===== config.mk =====
export PLATFORM = sky130hd
export DESIGN_NAME = stage4_mem
export DESIGN_NICKNAME = d
export VERILOG_FILES = /design/src/rtl/pipeline_pkg.sv /design/src/rtl/mem_load_align.sv /design/src/rtl/stage4_mem.sv
export SDC_FILE = /design/constraint.sdc
export NUM_CORES = 1
export LEC_CHECK = 0
export ABC_AREA = 1
export BUFFER_PORTS_ARGS = -buffer_cell sky130_fd_sc_hd__buf_2
export CAP_MARGIN = 20
export CORE_ASPECT_RATIO = 2
export CORE_MARGIN = 2
export CORE_UTILIZATION = 30
export CTS_CLUSTER_DIAMETER = 150
export DETAILED_ROUTE_END_ITERATION = 7
export GPL_ROUTABILITY_DRIVEN = 1
export PLACE_DENSITY = 0.66
export SYNTH_ARGS = -nofsm -noshare
export SYNTH_HDL_FRONTEND = slang
export SYNTH_SLANG_ARGS = --single-unit

===== constraint.sdc =====
create_clock -name clk -period 1.99 [get_ports clk]
set_clock_uncertainty 0.15 [all_clocks]
set_input_delay 0.199 -clock clk [delete_from_list [all_inputs] [get_ports clk]]
set_output_delay 0.199 -clock clk [all_outputs]
set_load 0.1 [all_outputs]

===== src/rtl/pipeline_pkg.sv =====
// Shared decode constants, MEM-stage FSM encoding and exception codes for the
// integer pipeline.
package pipeline_pkg;

  localparam logic [6:0] OP_LOAD  = 7'b0000011;
  localparam logic [6:0] OP_STORE = 7'b0100011;

  localparam logic [2:0] F3_B  = 3'b000;
  localparam logic [2:0] F3_H  = 3'b001;
  localparam logic [2:0] F3_W  = 3'b010;
  localparam logic [2:0] F3_BU = 3'b100;
  localparam logic [2:0] F3_HU = 3'b101;

  typedef enum logic {
    IDLE = 1'b0,
    WAIT = 1'b1
  } mem_state_t;

  localparam logic [1:0] EXC_NONE     = 2'b00;
  localparam logic [1:0] EXC_MISALIGN = 2'b01;
  localparam logic [1:0] EXC_BUS      = 2'b10;

  // Natural alignment check for the access size encoded in funct3.
  function automatic logic is_aligned(input logic [2:0] funct3, input logic [1:0] addr);
    case (funct3)
      F3_H, F3_HU: return ~addr[0];
      F3_W:        return (addr == 2'b00);
      default:     return 1'b1;
    endcase
  endfunction

endpackage


===== src/rtl/mem_load_align.sv =====
// Load-data lane select and sign/zero extension for byte, halfword and word loads.
module mem_load_align
  import pipeline_pkg::*;
(
  input  logic [31:0] rdata,
  input  logic [1:0]  addr,
  input  logic [2:0]  funct3,
  output logic [31:0] lmd
);

  logic [7:0]  byte_lane;
  logic [15:0] half_lane;

  always_comb begin
    case (addr)
      2'b00:   byte_lane = rdata[7:0];
      2'b01:   byte_lane = rdata[15:8];
      2'b10:   byte_lane = rdata[23:16];
      default: byte_lane = rdata[31:24];
    endcase
    half_lane = addr[1] ? rdata[31:16] : rdata[15:0];
  end

  always_comb begin
    case (funct3)
      F3_B:    lmd = {{24{byte_lane[7]}}, byte_lane};
      F3_BU:   lmd = {24'h0, byte_lane};
      F3_H:    lmd = {{16{half_lane[15]}}, half_lane};
      F3_HU:   lmd = {16'h0, half_lane};
      default: lmd = rdata;
    endcase
  end

endmodule


===== src/rtl/stage4_mem.sv =====
// MEM stage: issues data-memory loads/stores, aligns load data, stalls upstream
// while an access is outstanding and registers the MEM/WB bundle.
module stage4_mem
  import pipeline_pkg::*;
#(
  parameter int TIMEOUT = 255,
  parameter int XLEN    = 32
) (
  input  logic            clk,
  input  logic            reset,
  input  logic            ex_mem_valid,
  input  logic [XLEN-1:0] ex_mem_ir,
  input  logic [XLEN-1:0] ex_mem_alu,
  input  logic [XLEN-1:0] ex_mem_b,
  output logic            dmem_req,
  output logic            dmem_we,
  output logic [XLEN-1:0] dmem_addr,
  output logic [3:0]      dmem_be,
  output logic [XLEN-1:0] dmem_wdata,
  input  logic            dmem_ready,
  input  logic [XLEN-1:0] dmem_rdata,
  output logic            stall,
  output logic            mem_wb_valid,
  output logic [XLEN-1:0] mem_wb_ir,
  output logic [XLEN-1:0] mem_wb_alu,
  output logic [XLEN-1:0] mem_wb_lmd,
  output logic [1:0]      mem_wb_exc,
  output logic [XLEN-1:0] mem_fwd,
  output mem_state_t      fsm_state
);

  mem_state_t  state_q;
  logic [15:0] wait_cnt;
  logic [6:0]  opcode;
  logic [2:0]  funct3;
  logic        is_load;
  logic        is_store;
  logic        mem_op;
  logic        aligned;
  logic        timeout_hit;
  logic        retire;
  logic [31:0] lmd_ext;

  assign opcode   = ex_mem_ir[6:0];
  assign funct3   = ex_mem_ir[14:12];
  assign is_load  = (opcode == OP_LOAD) && (funct3 inside {F3_B, F3_H, F3_W, F3_BU, F3_HU});
  assign is_store = (opcode == OP_STORE) && (funct3 inside {F3_B, F3_H, F3_W});
  assign mem_op   = is_load | is_store;
  assign aligned  = is_aligned(funct3, ex_mem_alu[1:0]);

  // The hit cycle is the last WAIT cycle; a ready arriving in it still wins.
  assign timeout_hit = (TIMEOUT != 0) && (state_q == WAIT) && !dmem_ready &&
                       (wait_cnt == 16'(TIMEOUT - 1));

  // Handshake: the request is held stable (inputs frozen by stall) until the
  // first cycle with dmem_ready=1, which both accepts and completes it; a
  // timeout or reset withdraws the request without completion.
  assign dmem_req  = reset & ex_mem_valid & mem_op & aligned & ~timeout_hit;
  assign dmem_we   = dmem_req & is_store;
  assign dmem_addr = {ex_mem_alu[31:2], 2'b00};
  assign stall     = dmem_req & ~dmem_ready & ~timeout_hit;
  assign retire    = ex_mem_valid & ~stall;
  assign fsm_state = state_q;

  always_comb begin
    dmem_be    = 4'b1111;
    dmem_wdata = ex_mem_b;
    case (funct3[1:0])
      2'b00: begin
        dmem_be    = 4'b0001 << ex_mem_alu[1:0];
        dmem_wdata = {4{ex_mem_b[7:0]}};
      end
      2'b01: begin
        dmem_be    = 4'b0011 << ex_mem_alu[1:0];
        dmem_wdata = {2{ex_mem_b[15:0]}};
      end
      default: ;
    endcase
  end

  mem_load_align u_align (
    .rdata  (dmem_rdata),
    .addr   (ex_mem_alu[1:0]),
    .funct3 (funct3),
    .lmd    (lmd_ext)
  );

  always_ff @(posedge clk or negedge reset) begin
    if (!reset) begin
      state_q  <= IDLE;
      wait_cnt <= '0;
    end else begin
      state_q  <= stall ? WAIT : IDLE;
      wait_cnt <= (state_q == WAIT && stall) ? wait_cnt + 16'd1 : '0;
    end
  end

  always_ff @(posedge clk or negedge reset) begin
    if (!reset) begin
      mem_wb_valid <= 1'b0;
      mem_wb_ir    <= '0;
      mem_wb_alu   <= '0;
      mem_wb_lmd   <= '0;
      mem_wb_exc   <= EXC_NONE;
    end else begin
      mem_wb_valid <= retire;
      if (retire) begin
        mem_wb_ir  <= ex_mem_ir;
        mem_wb_alu <= ex_mem_alu;
        mem_wb_lmd <= (is_load && dmem_req && dmem_ready) ? lmd_ext : '0;
        if (mem_op && !aligned)
          mem_wb_exc <= EXC_MISALIGN;
        else if (timeout_hit)
          mem_wb_exc <= EXC_BUS;
        else
          mem_wb_exc <= EXC_NONE;
      end
    end
  end

  assign mem_fwd = (mem_wb_ir[6:0] == OP_LOAD) ? mem_wb_lmd : mem_wb_alu;

endmodule


==> results.sh <==
export IMPL_hold_path_class="input port to register"
export IMPL_gp_congestion=0.940
export IMPL_syn2layout_area_growth_pct=73.1
export IMPL_nets=1438
export IMPL_maxCapViolCount=0
export IMPL_slew_headroom_pct=55.7
export IMPL_critPathSlowestCell="dfrtp_4"
export IMPL_grt_antenna_before_repair=0
export IMPL_clk_pin_slew_ns=0.06
export IMPL_cp_top_family="buffers and inverters"
export IMPL_syn_inst=915
export IMPL_start_util_pct=30.6
export IMPL_drt_iter0_markers=423
export IMPL_grt_max_degree=117
export IMPL_crit_path_start_kind="register"
export IMPL_slowest_delay_ns=0.48
export IMPL_grt_overflow_total=0
export IMPL_syn_area_sq_mm=0.00678
export IMPL_rsz0062_at_grt="yes"
export IMPL_crit_buf_inv=3
export IMPL_critPathCaptureType="output port"
export IMPL_ir_drop_mv=0.569
export IMPL_pre_cts_ws_ns=0.0193
export IMPL_yosys_area_top_type="dfrtp_1"
export IMPL_violations="setup timing"
export IMPL_synthArstFlopShare_pct=100
export IMPL_min_period_over_period_pct=121
export IMPL_dieArea_sq_mm=0.0239
export IMPL_synth_top_area_share_pct=42.8
export IMPL_cts_root_buf="clkbuf_16"
export IMPL_ys_top_cells_by_area="dfrtp_1 (43%), nand2_1 (18%), nand3_1 (8.0%)"
export IMPL_synth_edff_count=0
export IMPL_synthFlopType="dfrtp_1"
export IMPL_cts_path_max_buffers=2
export IMPL_io_buffers=332
export IMPL_drive_gt1_share_pct=43.6
export IMPL_power_mw=9.36
export IMPL_p_leak_nw=6.28
export IMPL_first_global_vias=7812
export IMPL_finalHoldViolations=0
export IMPL_wl_mm=29.7
export IMPL_core_area_sq_mm=0.0222
export IMPL_finish_utilization_pct=52.9
export IMPL_wl_per_cell_um=18.7
export IMPL_critPathArrivalTime_ns=2.07
export IMPL_tightest_slew_ns=0.664
export IMPL_postSynthAreaPerCell_sq_um=7.40
export IMPL_synth_seq_cells=116
export IMPL_worstSetupPathType="register to output port"
export IMPL_drc=0
export IMPL_cp_required_ns=1.64
export IMPL_power_density_mw_per_mm2=798
export IMPL_yosysWarningCount=0
export IMPL_status="finished with violations"
export IMPL_worst_slack_ns=-0.427
export IMPL_worstPathMaxFanout=11
export IMPL_synth_commonest_cells="nand2_1 (328), dfrtp_1 (116), nand3_1 (108)"
export IMPL_grt_pass1_wl_mm=42.6
export IMPL_final_area_sq_mm=0.0117
export IMPL_num_vias=7867
export IMPL_fmax_mhz=414
export IMPL_dieHeight_um=217
export IMPL_crit_top_cell="buf_12"
export IMPL_track_usage_pct=23.5
export IMPL_viasPerCell=4.94
export IMPL_finalSetupViolCount=35
export IMPL_yosysMostFrequentCell="nand2_1"
export IMPL_cts_tree="done"
export IMPL_cts_sinks=116
export IMPL_dpl_hpwl_mm=20.5
export IMPL_htreeDepth=4
export IMPL_dr_pass1_iters=5
export IMPL_fin_crit_ns=2.42
export IMPL_pin_count=335
export IMPL_post_dp_cell_area_sq_mm=0.00982
export IMPL_synthDistinctLibCells=32
export IMPL_core_rowCount=77
export IMPL_insertion_delay_ns=0.42
export IMPL_drv_slew=0
export IMPL_fin_tns_setup_ns=-13.58
export IMPL_ant_nets=0
export IMPL_ys_seq_area_share_pct=42.8
export IMPL_diodes=0
export IMPL_cts_buffers=17
export IMPL_crit_path_cell_trace="nor3_4 -> nand4_1 -> buf_6 -> buf_12 -> mux2_4 -> buf_12"
export IMPL_die_width_um=110
cell families (layout without fill, tap and decap cells):
group | after synthesis | after routing | share of synthesized area, %
flops | 116 | 116 | 42.8
fa+ha+maj | 2 | 2 | 0.369
simple gates | 541 | 543 | 33.9
mux | 32 | 32 | 5.32
compound gates | 66 | 66 | 5.65
other cells | 1 | 2 | 0.0553
buf+inv | 153 | 552 | 11.4
xor+xnor | 4 | 4 | 0.517
layout by cell type, fill, tap and decap left out, types with 3 or more instances in the layout:
cell type / n
buf_2: 268
dfrtp_2: 3
nand2_2: 61
dfrtp_1: 107
dlygate4sd3_1: 65
buf_6: 8
buf_16: 4
xor2_1: 3
nand2_1: 265
clkbuf_16: 24
o21ai_0: 23
dfrtp_4: 6
inv_1: 53
a21oi_1: 12
o21ai_2: 9
buf_12: 70
nand2_8: 3
clkinvlp_4: 6
clkinv_2: 3
nor2_1: 50
nand3_1: 106
buf_4: 38
nand4_1: 25
inv_2: 3
nor3_1: 6
nand2_4: 3
mux2_4: 32
nor2_2: 5
o211ai_1: 17
or2_2: 9
final timing paths:
path	slack (ns)	depth (start not counted)	to	start
worst max-delay path	-0.43	6	mem_fwd[10]	mem_wb_ir[6]
worst min-delay path	0.02	5	mem_wb_lmd[29]	dmem_rdata[29]
worst max register to register	0.02	10	mem_wb_ir[3]	wait_cnt[0]
worst min register to register	0.31	2	mem_wb_ir[29]	mem_wb_ir[29]
max in group asynchronous	0.83	3	fsm_state	reset
min in group asynchronous	0.32	3	mem_wb_ir[10]	reset
what timing repair did:
item | in CTS | in global routing
gates cloned | 1 | 14
endpoints found under the setup margin | 35 | 134
hold buffers | 65 | 0
resized for setup | 18 | 75
pin swaps | 4 | 3
hold endpoints to repair | 180 | 0
setup buffers | 8 | 6
through the flow:
step           cells  hold WS, ns
3_3_place_gp    1469        0.204
5_1_grt         1593       0.0156
4_1_cts         1575      0.00900
2_1_floorplan    916       -0.247
3_5_place_dp    1469        0.215
6_report        1593       0.0210
per-layer routing:
| layer | track usage (%) | vias to the layer above | part of all wire, % |
|---|---|---|---|
| li1 | - | 3702 | - |
| met1 | 25.0 | 3741 | 35 |
| met2 | 42.5 | 350 | 55 |
| met3 | 4.21 | 74 | 4.9 |
| met4 | 12.6 | 0 | 4.9 |
| met5 | 0 | - | 0 |
cell type report:
cell class	instances	area (sq um)
clock inverter	12	131
timing repair buffer	461	4070
fill	2068	10400
inverter	59	236
multi-input combinational	649	3570
clock buffer	20	447
tap	276	345
sequential	116	2930
tightest hold or removal path, delay by kind of cell:
family	cells	cell delay, ns
AND/OR/NAND/NOR	3	0.17
buffers and inverters	2	0.18
sequential cells by signal (all words and copies together), names as in the netlist:
| name | flops |
|---|---|
| mem_wb_alu | 32 |
| mem_wb_ir | 32 |
| mem_wb_lmd | 32 |
| wait_cnt | 16 |
| mem_wb_exc | 2 |
| fsm_state | 1 |
| mem_wb_valid | 1 |
power breakdown:
group          internal, mW  leakage, nW  switching [mW]
clock                  1.87        0.272            1.12
sequential             2.49         1.49           0.106
combinational          1.03         4.52            2.74
total                  5.38         6.28            3.97
(Power assumes the default switching activity.)
